[config.mk]
export PLATFORM = sky130hd
export DESIGN_NAME = prog_loader
export DESIGN_NICKNAME = d
export VERILOG_FILES = /design/src/rtl/prog_loader.sv
export SDC_FILE = /design/constraint.sdc
export NUM_CORES = 1
export LEC_CHECK = 0
export ABC_AREA = 1
export BUFFER_PORTS_ARGS = -buffer_cell sky130_fd_sc_hd__buf_4
export CELL_PAD_IN_SITES_DETAIL_PLACEMENT = 0
export CELL_PAD_IN_SITES_GLOBAL_PLACEMENT = 1
export CORE_ASPECT_RATIO = 1.4
export CORE_MARGIN = 1.5
export CORE_UTILIZATION = 40
export DETAILED_ROUTE_END_ITERATION = 12
export PLACE_DENSITY_LB_ADDON = 0.1
export SLEW_MARGIN = 15
export SYNTH_ARGS = -nofsm -noshare
export SYNTH_HDL_FRONTEND = slang
export SYNTH_SLANG_ARGS = --single-unit
[constraint.sdc]
create_clock -name clk -period 4.4 [get_ports clk]
set_input_delay 0.66 -clock clk [delete_from_list [all_inputs] [get_ports clk]]
set_output_delay 0.66 -clock clk [all_outputs]
set_load 0.02 [all_outputs]
[src/rtl/prog_loader.sv]
// prog_loader: boot loader that streams a program into instruction memory, releases the CPU and watchdogs its run
module prog_loader #(
    parameter logic [15:0] TIMEOUT = 16'd10000
) (
    input  logic        clk,
    input  logic        reset,
    input  logic        in_valid,
    input  logic [7:0]  in_data,
    output logic        in_ready,
    input  logic        cpu_done,
    output logic        im_we,
    output logic [7:0]  im_addr,
    output logic [8:0]  im_wdata,
    output logic        cpu_reset,
    output logic        load_done,
    output logic        run_done,
    output logic [15:0] run_cycles,
    output logic        err,
    output logic [1:0]  err_code
);
    typedef enum logic [2:0] {
        S_INIT, S_LEN, S_LO, S_HI, S_SETTLE, S_RUN, S_DONE, S_ERR
    } state_t;

    state_t      state_q, state_d;
    logic [8:0]  rem_q, rem_d;
    logic [7:0]  addr_q, addr_d;
    logic [7:0]  lo_q, lo_d;
    logic        im_we_q, im_we_d;
    logic [7:0]  im_addr_q, im_addr_d;
    logic [8:0]  im_wdata_q, im_wdata_d;
    logic [15:0] run_cycles_q, run_cycles_d;
    logic [1:0]  err_code_q, err_code_d;
    logic        xfer;

    assign in_ready   = (state_q == S_LEN) || (state_q == S_LO) || (state_q == S_HI);
    assign load_done  = (state_q == S_RUN) || (state_q == S_DONE);
    assign cpu_reset  = !load_done;
    assign run_done   = state_q == S_DONE;
    assign err        = state_q == S_ERR;
    assign im_we      = im_we_q;
    assign im_addr    = im_addr_q;
    assign im_wdata   = im_wdata_q;
    assign run_cycles = run_cycles_q;
    assign err_code   = err_code_q;
    assign xfer       = in_valid && in_ready;

    // Next-state: byte parsing, memory write issue, run timing and watchdog
    always_comb begin
        state_d      = state_q;
        rem_d        = rem_q;
        addr_d       = addr_q;
        lo_d         = lo_q;
        im_we_d      = 1'b0;
        im_addr_d    = im_addr_q;
        im_wdata_d   = im_wdata_q;
        run_cycles_d = run_cycles_q;
        err_code_d   = err_code_q;
        case (state_q)
            S_INIT: state_d = S_LEN;
            S_LEN: if (xfer) begin
                rem_d   = (in_data == 8'd0) ? 9'd256 : {1'b0, in_data};
                addr_d  = 8'd0;
                state_d = S_LO;
            end
            S_LO: if (xfer) begin
                lo_d    = in_data;
                state_d = S_HI;
            end
            S_HI: if (xfer) begin
                if (|in_data[7:1]) begin
                    state_d    = S_ERR;
                    err_code_d = 2'd1;
                end else begin
                    im_we_d    = 1'b1;
                    im_addr_d  = addr_q;
                    im_wdata_d = {in_data[0], lo_q};
                    addr_d     = addr_q + 8'd1;
                    rem_d      = rem_q - 9'd1;
                    state_d    = (rem_q == 9'd1) ? S_SETTLE : S_LO;
                end
            end
            S_SETTLE: state_d = S_RUN;
            S_RUN: if (cpu_done) begin
                state_d = S_DONE;
            end else begin
                run_cycles_d = (run_cycles_q == 16'hFFFF) ? run_cycles_q : run_cycles_q + 16'd1;
                if ((TIMEOUT != 16'd0) && (run_cycles_q == TIMEOUT - 16'd1)) begin
                    state_d    = S_ERR;
                    err_code_d = 2'd2;
                end
            end
            default: ;
        endcase
    end

    // State and datapath registers, cleared asynchronously by reset
    always_ff @(posedge clk or posedge reset) begin
        if (reset) begin
            state_q      <= S_INIT;
            rem_q        <= 9'd0;
            addr_q       <= 8'd0;
            lo_q         <= 8'd0;
            im_we_q      <= 1'b0;
            im_addr_q    <= 8'd0;
            im_wdata_q   <= 9'd0;
            run_cycles_q <= 16'd0;
            err_code_q   <= 2'd0;
        end else begin
            state_q      <= state_d;
            rem_q        <= rem_d;
            addr_q       <= addr_d;
            lo_q         <= lo_d;
            im_we_q      <= im_we_d;
            im_addr_q    <= im_addr_d;
            im_wdata_q   <= im_wdata_d;
            run_cycles_q <= run_cycles_d;
            err_code_q   <= err_code_d;
        end
    end
endmodule
==> flow_summary.json, run 1 <==
{
  "synth_most_common_cell": "nand2_1",
  "fillers": 909,
  "arrival_ns": 1.57,
  "fin_ws_ns": 2.17,
  "critical_path_required_ns": 3.74,
  "rsz0062_at_grt": "false",
  "holdCritStartpoint": "lo_q[0]",
  "overflow": 0,
  "antenna_found_initial": 0,
  "cap_violations": 0,
  "fin_crit_sh": 0.508,
  "clk_pin_slew_ns": 0.06,
  "firstDrtPassIters": 4,
  "ctsRootBufferMaster": "clkbuf_16",
  "die-width_um": 83.4,
  "worst_pin_slew_ns": 0.810,
  "place_congestion": 0.812,
  "die_y_um": 116,
  "cts.sinks": 64,
  "routed_wl_mm": 8.83,
  "finalHoldViolations": 0,
  "via_per_inst": 4.89,
  "synthMuxAreaShare": 0.00622,
  "syn_area_um2": 3620,
  "reg2reg_depth": 8,
  "synth_compound_area_frac": 0.0612,
  "synthCells": 487,
  "synthTopCellsByCount": "nand2_1, dfrtp_1, inv_1",
  "drive_gt1_frac": 0.192,
  "antenna_cells": 0,
  "peakVddDrop_uv": 210,
  "ff2ff_setup_slack_ns": 2.17,
  "cts_max_level": 3,
  "path_cells": "inv_2 -> nor2_1 -> inv_1 -> o21ai_0 -> inv_1 -> buf_4",
  "grt_pass1_vias": 3025,
  "cts_resized": 0,
  "dp_hpwl_mm": 6.38,
  "cp-start-kind": "flop",
  "area_delta_synth_final_pct": 20.4,
  "ys_async_sr_fraction": 1.00,
  "setup_viol_count_final": 0,
  "skew_ns": 0.00507,
  "synth_fa_ha_area_frac": 0.0138,
  "cts_buffer_depth": 2,
  "core_area_um2": 8710,
  "synth_edf_count": 0,
  "end_kind": "output port",
  "ys_seq_elements": 64,
  "synth_flop_cell": "dfrtp_1",
  "synth_seq_area_share": 0.442,
  "post-route-min-period_ns": 2.23,
  "setup_tns_ns": 0,
  "cts_tree": "built",
  "rows": 40,
  "synth.top_cells.by_area": "dfrtp_1, nand2_1, inv_1",
  "r2r_end": "im_wdata[8]",
  "criticalPathCategory": "reg -> out",
  "status": "finished, final reports clean",
  "synthSimpleGateAreaFrac": 0.360,
  "syn_nets": 503,
  "leakage_nw": 2.22,
  "slowest_delay_ns": 0.47,
  "synth.distinct_cells": 34,
  "synth_area_leader_cell": "dfrtp_1",
  "clk_latency_ns": 0.33,
  "slew_headroom": 0.459,
  "hold_class": "reg -> reg",
  "ys.warnings.count": 0,
  "powerDensity_nw_per_um2": 319,
  "grt_max_degree": 37,
  "grt_usage": 0.196,
  "max_freq_mhz": 448,
  "drt_iter0_drc": 170,
  "grt_pass1_wl_mm": 14.8,
  "synth_top_family_by_area": "simple AND/OR/NAND/NOR gates",
  "port_buffers": 52,
  "ios": 53,
  "cts-buffers-inserted": 9,
  "die_area_um2": 9640,
  "critical_path.slowest_cell": "dfrtp_1",
  "hold_depth": 2,
  "cts_setup_buffers": 0,
  "place_ws_ns": 2.05,
  "synth_xor_area_frac": 0.0290,
  "synth_top_cell_area_share": 0.442,
  "rr_startpoint": "state_q[2]",
  "hold_buffers": 0,
  "min_to": "im_wdata[0]",
  "start_util": 0.416,
  "drtAntennaViolNets": 0,
  "cp_max_fo": 6,
  "syn_avg_cell_area_um2": 7.44,
  "vias": 3165,
  "nets": 553,
  "detail_route.wl_per_cell_um": 13.6,
  "crit_top_cell": "inv_1",
  "drc_errors": 0,
  "drv_slew": 0
}
registers in the layout, indices dropped and copies added, names as in the netlist:
register / cells
run_cycles: 16
im_wdata: 9
rem_q: 9
addr_q: 8
im_addr: 8
lo_q: 8
state_q: 3
err_code: 2
im_we: 1
stage by stage:
step                cell area, um^2  hold WS [ns]  power, mW   util  std cells
global route                   4360         0.492       1.44  0.501        647
floorplan                      3620         0.436      0.618      -        487
CTS                            4360         0.472       1.42  0.501        647
finish                         4360         0.470       1.39  0.501        647
global placement               4040         0.454      0.637  0.464        631
detailed placement             4040         0.460      0.638  0.464        631
power by group:
| group | switching (mW) | total (mW) | leakage (nW) | internal [mW] |
|---|---|---|---|---|
| clock network | 0.256 | 0.766 | 0.152 | 0.510 |
| registers | 0.000638 | 0.591 | 0.835 | 0.590 |
| logic | 0.0242 | 0.0353 | 1.24 | 0.0111 |
| total | 0.281 | 1.39 | 2.22 | 1.11 |
area by class of cell:
cell class / count / area [um^2] / area share
clock inverter: 5 / 80.1 / 0.0184
tap: 105 / 131 / 0.0301
multi-input combinational: 357 / 1700 / 0.391
inverter: 52 / 203 / 0.0465
sequential: 64 / 1600 / 0.367
clock buffer: 11 / 243 / 0.0557
timing repair buffer: 53 / 398 / 0.0913
per-layer routing:
| metal | wire [um] | share of wire | up-vias | track usage |
|---|---|---|---|---|
| li1 | - | - | 1626 | - |
| met1 | 3720 | 0.42 | 1474 | 0.227 |
| met2 | 4680 | 0.53 | 53 | 0.353 |
| met3 | 243 | 0.028 | 12 | 0.0342 |
| met4 | 190 | 0.022 | 0 | 0.0973 |
| met5 | 0 | 0 | - | 0 |
how the worst max path moves through the flow:
| stage | cells after the start | from | slack, ns | end |
|---|---|---|---|---|
| 5_1_grt | 8 | state_q[2] | 1.88 | im_wdata[8] |
| 6_report | 6 | state_q[1] | 2.17 | cpu_reset |
| 3_5_place_dp | 9 | in_data[3] | 2.05 | im_wdata[8] |
| 3_3_place_gp | 9 | in_data[3] | 2.10 | im_wdata[8] |
| 4_1_cts | 6 | state_q[1] | 2.15 | cpu_reset |
| 2_1_floorplan | 1 | reset | 2.14 | addr_q[0] |
layout by cell type (no fill, tap or decap), types with 9 or more instances in the layout:
| cell type | n |
|---|---|
| nand3_1 | 33 |
| nand2_1 | 176 |
| nor2_1 | 44 |
| buf_4 | 53 |
| inv_1 | 46 |
| dfrtp_1 | 64 |
| nand4_1 | 12 |
| clkbuf_16 | 9 |
| nand2_2 | 16 |
| o21ai_0 | 29 |
cell families (layout without fill, tap and decap cells):
group / after synthesis / after routing
AOI/OAI and AO/OA: 44 / 44
xor gates and xnor gates: 12 / 12
adders and majority gates: 4 / 4
buffers and inverters: 66 / 121
DFF: 64 / 64
muxes: 2 / 2
and+or+nand+nor: 295 / 295
critical path, delay by kind of cell, from the launching register on:
kind	cells	cell delay, ns
buf+inv	4	0.39
simple gates	1	0.18
flops	1	0.47
compound gates	1	0.19
Power figures use the tool's default switching activity.
==> run 2: changes to the inputs <==
--- a/config.mk
+++ b/config.mk
@@ -5,7 +5,7 @@
 export SDC_FILE = /design/constraint.sdc
 export NUM_CORES = 1
 export LEC_CHECK = 0
-export ABC_AREA = 1
+export ABC_AREA = 0
 export BUFFER_PORTS_ARGS = -buffer_cell sky130_fd_sc_hd__buf_4
 export CELL_PAD_IN_SITES_DETAIL_PLACEMENT = 0
 export CELL_PAD_IN_SITES_GLOBAL_PLACEMENT = 1
==> constraint.sdc (replaced) <==
create_clock -name clk -period 2.2 [get_ports clk]
set_input_delay 0.33 -clock clk [delete_from_list [all_inputs] [get_ports clk]]
set_output_delay 0.33 -clock clk [all_outputs]
set_load 0.02 [all_outputs]
==> run 2 against run 1 <==
Via count decreased by 19%; highest routed layer unchanged; critical path type is now reg -> reg; count of clock-buffer cells in the layout unchanged; sequential share of layout area increased by 3.3 points; clock power increased by 27%; routed wire length decreased by 11%.
==> flow_summary.json, run 2 <==
{
  "fin_crit_sh": 0.905,
  "die-width_um": 79.3,
  "fin_ws_ns": 0.209,
  "largest_reg_flops": 16,
  "antenna_found_initial": 0,
  "reg2reg_depth": 5,
  "ios": 53,
  "place_ws_ns": 0.199,
  "drv_slew": 0,
  "clk_pin_slew_ns": 0.07,
  "ys_seq_elements": 64,
  "finalHoldViolations": 0,
  "place_congestion": 0.828,
  "dp_hpwl_mm": 5.77,
  "hold_class": "in -> async",
  "syn_area_um2": 3260,
  "cts-buffers-inserted": 9,
  "status": "finished, final reports clean",
  "seq_power_share": 0.464,
  "overflow": 0,
  "peakVddDrop_uv": 439,
  "powerDensity_nw_per_um2": 781,
  "arrival_ns": 2.22,
  "synth_seq_area_share": 0.491,
  "die_area_um2": 8710,
  "cts.sinks": 64,
  "skew_ns": 0.00892,
  "leakage_nw": 1.89,
  "pwr-share-clk": 0.311,
  "synth_edf_count": 0,
  "slew_headroom": 0.632,
  "hold_slack_ns": 0.0555,
  "mostFrequentLayoutCell": "dfrtp_1",
  "drive_gt1_frac": 0.279,
  "max_freq_mhz": 502,
  "grt_usage": 0.199,
  "final_cells": 459,
  "antenna_cells": 0,
  "port_buffers": 52,
  "detail_route.wl_per_cell_um": 17.1,
  "drtAntennaViolNets": 0,
  "cp_max_fo": 5,
  "ctsRootBufferMaster": "clkbuf_8",
  "syn_nets": 310,
  "end_kind": "flop",
  "synth_area_leader_cell": "dfrtp_1",
  "cap_violations": 0,
  "setup_tns_ns": 0,
  "synthTopCellsByCount": "dfrtp_1, mux2_1, nor2_1",
  "firstDrtPassIters": 4,
  "vias": 2564,
  "cp-start-kind": "flop",
  "synth_flop_cell": "dfrtp_1",
  "cts_buffer_depth": 2,
  "seq_area_um2": 1600,
  "synth.top_cells.by_area": "dfrtp_1, mux2_1, mux2_2",
  "ys_async_sr_fraction": 1.00,
  "critical_path_required_ns": 2.43,
  "final_cell_mix": "dfrtp_1, buf_4, mux2_1, nor2_1",
  "post-route-min-period_ns": 1.99,
  "fillers": 739,
  "dp_cells": 444,
  "power_frac_comb": 0.226,
  "hold_buffers": 0,
  "cts_max_level": 3,
  "p_int_mw": 2.19,
  "cts_setup_buffers": 0,
  "synth.distinct_cells": 56,
  "syn_avg_cell_area_um2": 11.1,
  "synth_top_cell_area_share": 0.491,
  "core_area_um2": 7850,
  "cts_tree": "built",
  "setup_viol_count_final": 0,
  "cts_resized": 0,
  "power_switching_uw": 928,
  "rsz0062_at_grt": "false",
  "drt_iter0_drc": 141,
  "ys.warnings.count": 0,
  "rows": 38,
  "clk_latency_ns": 0.34,
  "criticalPathCategory": "reg -> reg",
  "start_util": 0.416,
  "worst_pin_slew_ns": 0.550,
  "grt_pass1_wl_mm": 12.8,
  "via_per_inst": 5.59,
  "routed_wl_mm": 7.87,
  "multiInputGateArea_um2": 1580,
  "synthCells": 294,
  "area_delta_synth_final_pct": 22.5,
  "grt_pass1_vias": 2504,
  "drc_errors": 0,
  "synth_most_common_cell": "dfrtp_1",
  "nets": 371,
  "swShare": 0.297,
  "grt_max_degree": 65,
  "die_y_um": 110
}
==> run 2: cell count changes after synthesis, sizes merged, moves of 10 or more <==
cell / previous run / this run
nand3: 35 / 14
mux2: 2 / 29
nor2: 49 / 18
o21ai: 37 / 15
inv: 52 / 9
nor4: 0 / 10
nand2: 194 / 14
==> run 2: layout make-up <==
type | instances | area share
Sequential cell | 64 | 0.401
Inverter | 9 | 0.00845
Tap cell | 100 | 0.0313
Clock buffer | 11 | 0.0354
Clock inverter | 4 | 0.0113
Multi-Input combinational cell | 210 | 0.395
Timing Repair Buffer | 61 | 0.118
==> run 2: power groups by stage <==
stage | logic (mW) | registers, mW | clock network [mW]
floorplan | 0.435 | 1.47 | 0
global placement | 0.706 | 1.47 | 0
detailed placement | 0.709 | 1.47 | 0
CTS | 0.713 | 1.45 | 1.01
global route | 0.768 | 1.47 | 1.06
finish | 0.704 | 1.45 | 0.969
==> run 2: cell families after synthesis <==
group | count (synthesis) | share of synthesized area
fa+ha+maj | 4 | 0.0153
xor+xnor | 13 | 0.0349
simple gates | 108 | 0.214
buf+inv | 20 | 0.0249
compound gates | 56 | 0.120
mux | 29 | 0.100
flops | 64 | 0.491
==> run 2: metal layers <==
| metal | vias up | part of all wire | GRT usage |
|---|---|---|---|
| li1 | 1215 | - | - |
| met5 | - | 0 | 0 |
| met1 | 1267 | 0.41 | 0.226 |
| met3 | 13 | 0.039 | 0.0456 |
| met2 | 69 | 0.54 | 0.352 |
| met4 | 0 | 0.019 | 0.0902 |
==> run 2: worst max-delay path, cell delays in order, from the launching register on <==
cell	delay, ns
dfrtp_1	0.42
ha_1	0.22
nand4_1	0.21
or4_1	0.58
nor2_1	0.14
mux2_1	0.32
==> run 2: final timing paths <==
| kind | start | to | slack [ns] |
|---|---|---|---|
| max | run_cycles[0] | run_cycles[14] | 0.21 |
| min | reset | run_cycles[12] | 0.06 |
| max reg2reg | run_cycles[0] | run_cycles[14] | 0.21 |
| min reg2reg | lo_q[2] | im_wdata[2] | 0.49 |
| max in group asynchronous | reset | im_wdata[6] | 1.87 |
| min in group clk | in_data[0] | im_wdata[8] | 0.26 |
==> run 2: stage by stage <==
stage / util / instance area (um^2) / total power, mW
after floorplan: - / 3260 / 1.90
after global placement: 0.486 / 3810 / 2.17
after detailed placement: 0.486 / 3810 / 2.18
after CTS: 0.509 / 4000 / 3.17
after global routing: 0.509 / 4000 / 3.30
final: 0.509 / 4000 / 3.12
==> run 3: changes to the inputs <==
--- a/config.mk
+++ b/config.mk
@@ -13,6 +13,7 @@
 export CORE_MARGIN = 1.5
 export CORE_UTILIZATION = 40
 export DETAILED_ROUTE_END_ITERATION = 12
+export GPL_TIMING_DRIVEN = 0
 export PLACE_DENSITY_LB_ADDON = 0.1
 export SLEW_MARGIN = 15
 export SYNTH_ARGS = -nofsm -noshare
==> run 3 against run 2 <==
Die area unchanged; cell area grew 0.63%; hold slack improved by 0.20 ns; global-route usage decreased by 0.077 points; critical path depth is 1 lower; non-clock buffer count rose by 2; count of clock-buffer cells in the layout is 2 lower; routed wire length grew 1.9%; final cell count up 0.65%; sequential power about the same; clock skew fell by 0.0024 ns; power increased by 4.8%; largest power group unchanged.
==> flow_summary.json, run 3 (synthesis results as in run 2) <==
{
  "post_dp_cell_area_um2": 3790,
  "max_freq_mhz": 479,
  "fillers": 741,
  "ctsRootBufferMaster": "clkbuf_8",
  "end_kind": "flop",
  "cts.sinks": 64,
  "seq_area_um2": 1600,
  "cp_max_fo": 10,
  "p_int_mw": 2.28,
  "largest_reg_flops": 16,
  "powerDensity_nw_per_um2": 813,
  "final_cells": 462,
  "cts_setup_buffers": 0,
  "cts_tree": "built",
  "clk_pin_slew_ns": 0.07,
  "firstDrtPassIters": 4,
  "grt_usage": 0.198,
  "final_cell_mix": "dfrtp_1, buf_4, mux2_1, nor2_1",
  "rsz0062_at_grt": "false",
  "clk_latency_ns": 0.35,
  "start_util": 0.416,
  "swShare": 0.303,
  "power_switching_uw": 990,
  "place_congestion": 0.809,
  "die_y_um": 110,
  "power_frac_comb": 0.216,
  "grt_max_degree": 42,
  "hold_depth": 2,
  "antenna_cells": 0,
  "grt_pass1_wl_mm": 12.9,
  "peakVddDrop_uv": 464,
  "skew_ns": 0.00652,
  "cts-buffers-inserted": 9,
  "grt_pass1_vias": 2497,
  "setup_viol_count_final": 0,
  "multiInputGateArea_um2": 1580,
  "detail_route.wl_per_cell_um": 17.4,
  "mostFrequentLayoutCell": "dfrtp_1",
  "cts_buffer_depth": 2,
  "hold_class": "in -> reg",
  "cts_max_level": 3,
  "arrival_ns": 2.32,
  "pwr-share-clk": 0.344,
  "die_area_um2": 8710,
  "die-width_um": 79.3,
  "core_area_um2": 7850,
  "cap_violations": 0,
  "fin_ws_ns": 0.113,
  "drtAntennaViolNets": 0,
  "leakage_nw": 1.89,
  "dp_cells": 446,
  "criticalPathCategory": "reg -> reg",
  "area_delta_synth_final_pct": 23.3,
  "place_ws_ns": 0.122,
  "drive_gt1_frac": 0.273,
  "vias": 2584,
  "status": "finished, final reports clean",
  "cp-start-kind": "flop",
  "nets": 373,
  "post-route-min-period_ns": 2.09,
  "overflow": 0,
  "rows": 38,
  "slew_headroom": 0.466,
  "seq_power_share": 0.440,
  "finalInstanceArea_um2": 4020,
  "drv_slew": 0,
  "drt_iter0_drc": 126,
  "critical_path_required_ns": 2.43,
  "port_buffers": 51,
  "antenna_found_initial": 0,
  "setup_tns_ns": 0,
  "routed_wl_mm": 8.02,
  "finalHoldViolations": 0,
  "fin_crit_sh": 0.949,
  "reg2reg_depth": 4,
  "via_per_inst": 5.59,
  "drc_errors": 0,
  "dp_hpwl_mm": 5.91,
  "worst_pin_slew_ns": 0.800,
  "ios": 53
}
-- run 3: what timing repair did --
item | 4_1_cts | 5_1_grt
hold endpoints to repair | 23 | 0
setup endpoints to repair | 3 | 1
gates resized for setup | 0 | 1
hold buffers | 1 | 0
-- run 3: worst max-delay path, cell delays in order (launching register included) --
cell and delay, ns:
dfrtp_1 0.45, buf_2 0.28, nand3b_1 0.37, nor2_1 0.48
mux2_2 0.39
-- run 3: path summary, 6_finish.rpt --
path / startpoint / end / slack (ns)
max in group asynchronous: reset / im_we / 1.17
max reg2reg: state_q[0] / rem_q[1] / 0.11
min: in_data[7] / lo_q[7] / 0.26
max: state_q[0] / rem_q[1] / 0.11
min reg2reg: lo_q[2] / im_wdata[2] / 0.49
min in group asynchronous: reset / rem_q[0] / 0.51
-- run 3: metal layers --
layer / track usage / share of wire / up-vias
met3: 0.0324 / 0.028 / 18
met5: 0 / 0 / -
met4: 0.113 / 0.026 / 0
met1: 0.227 / 0.42 / 1281
li1: - / - / 1228
met2: 0.347 / 0.52 / 57
-- run 3: final cells by class --
cell class | instances | area share
Tap cell | 100 | 0.0311
Buffer | 10 | 0.0109
Clock buffer | 9 | 0.0308
Timing Repair Buffer | 53 | 0.103
Multi-Input combinational cell | 210 | 0.394
Inverter | 9 | 0.00902
Clock inverter | 7 | 0.0236
Sequential cell | 64 | 0.398
-- run 3: metrics by stage --
step,total power [mW],utilization,hold WS (ns)
after detailed placement,2.17,0.483,0.326
after floorplan,1.90,-,0.454
after global routing,3.44,0.513,0.257
after global placement,2.15,0.481,0.464
final,3.27,0.513,0.257
after CTS,3.30,0.512,0.246
-- run 3: power groups by stage --
stage	sequential [mW]	combinational [mW]	clock [mW]
after floorplan	1.47	0.435	0
after global placement	1.45	0.697	0
after detailed placement	1.46	0.710	0
after CTS	1.44	0.714	1.15
after global routing	1.46	0.778	1.20
final	1.44	0.707	1.12
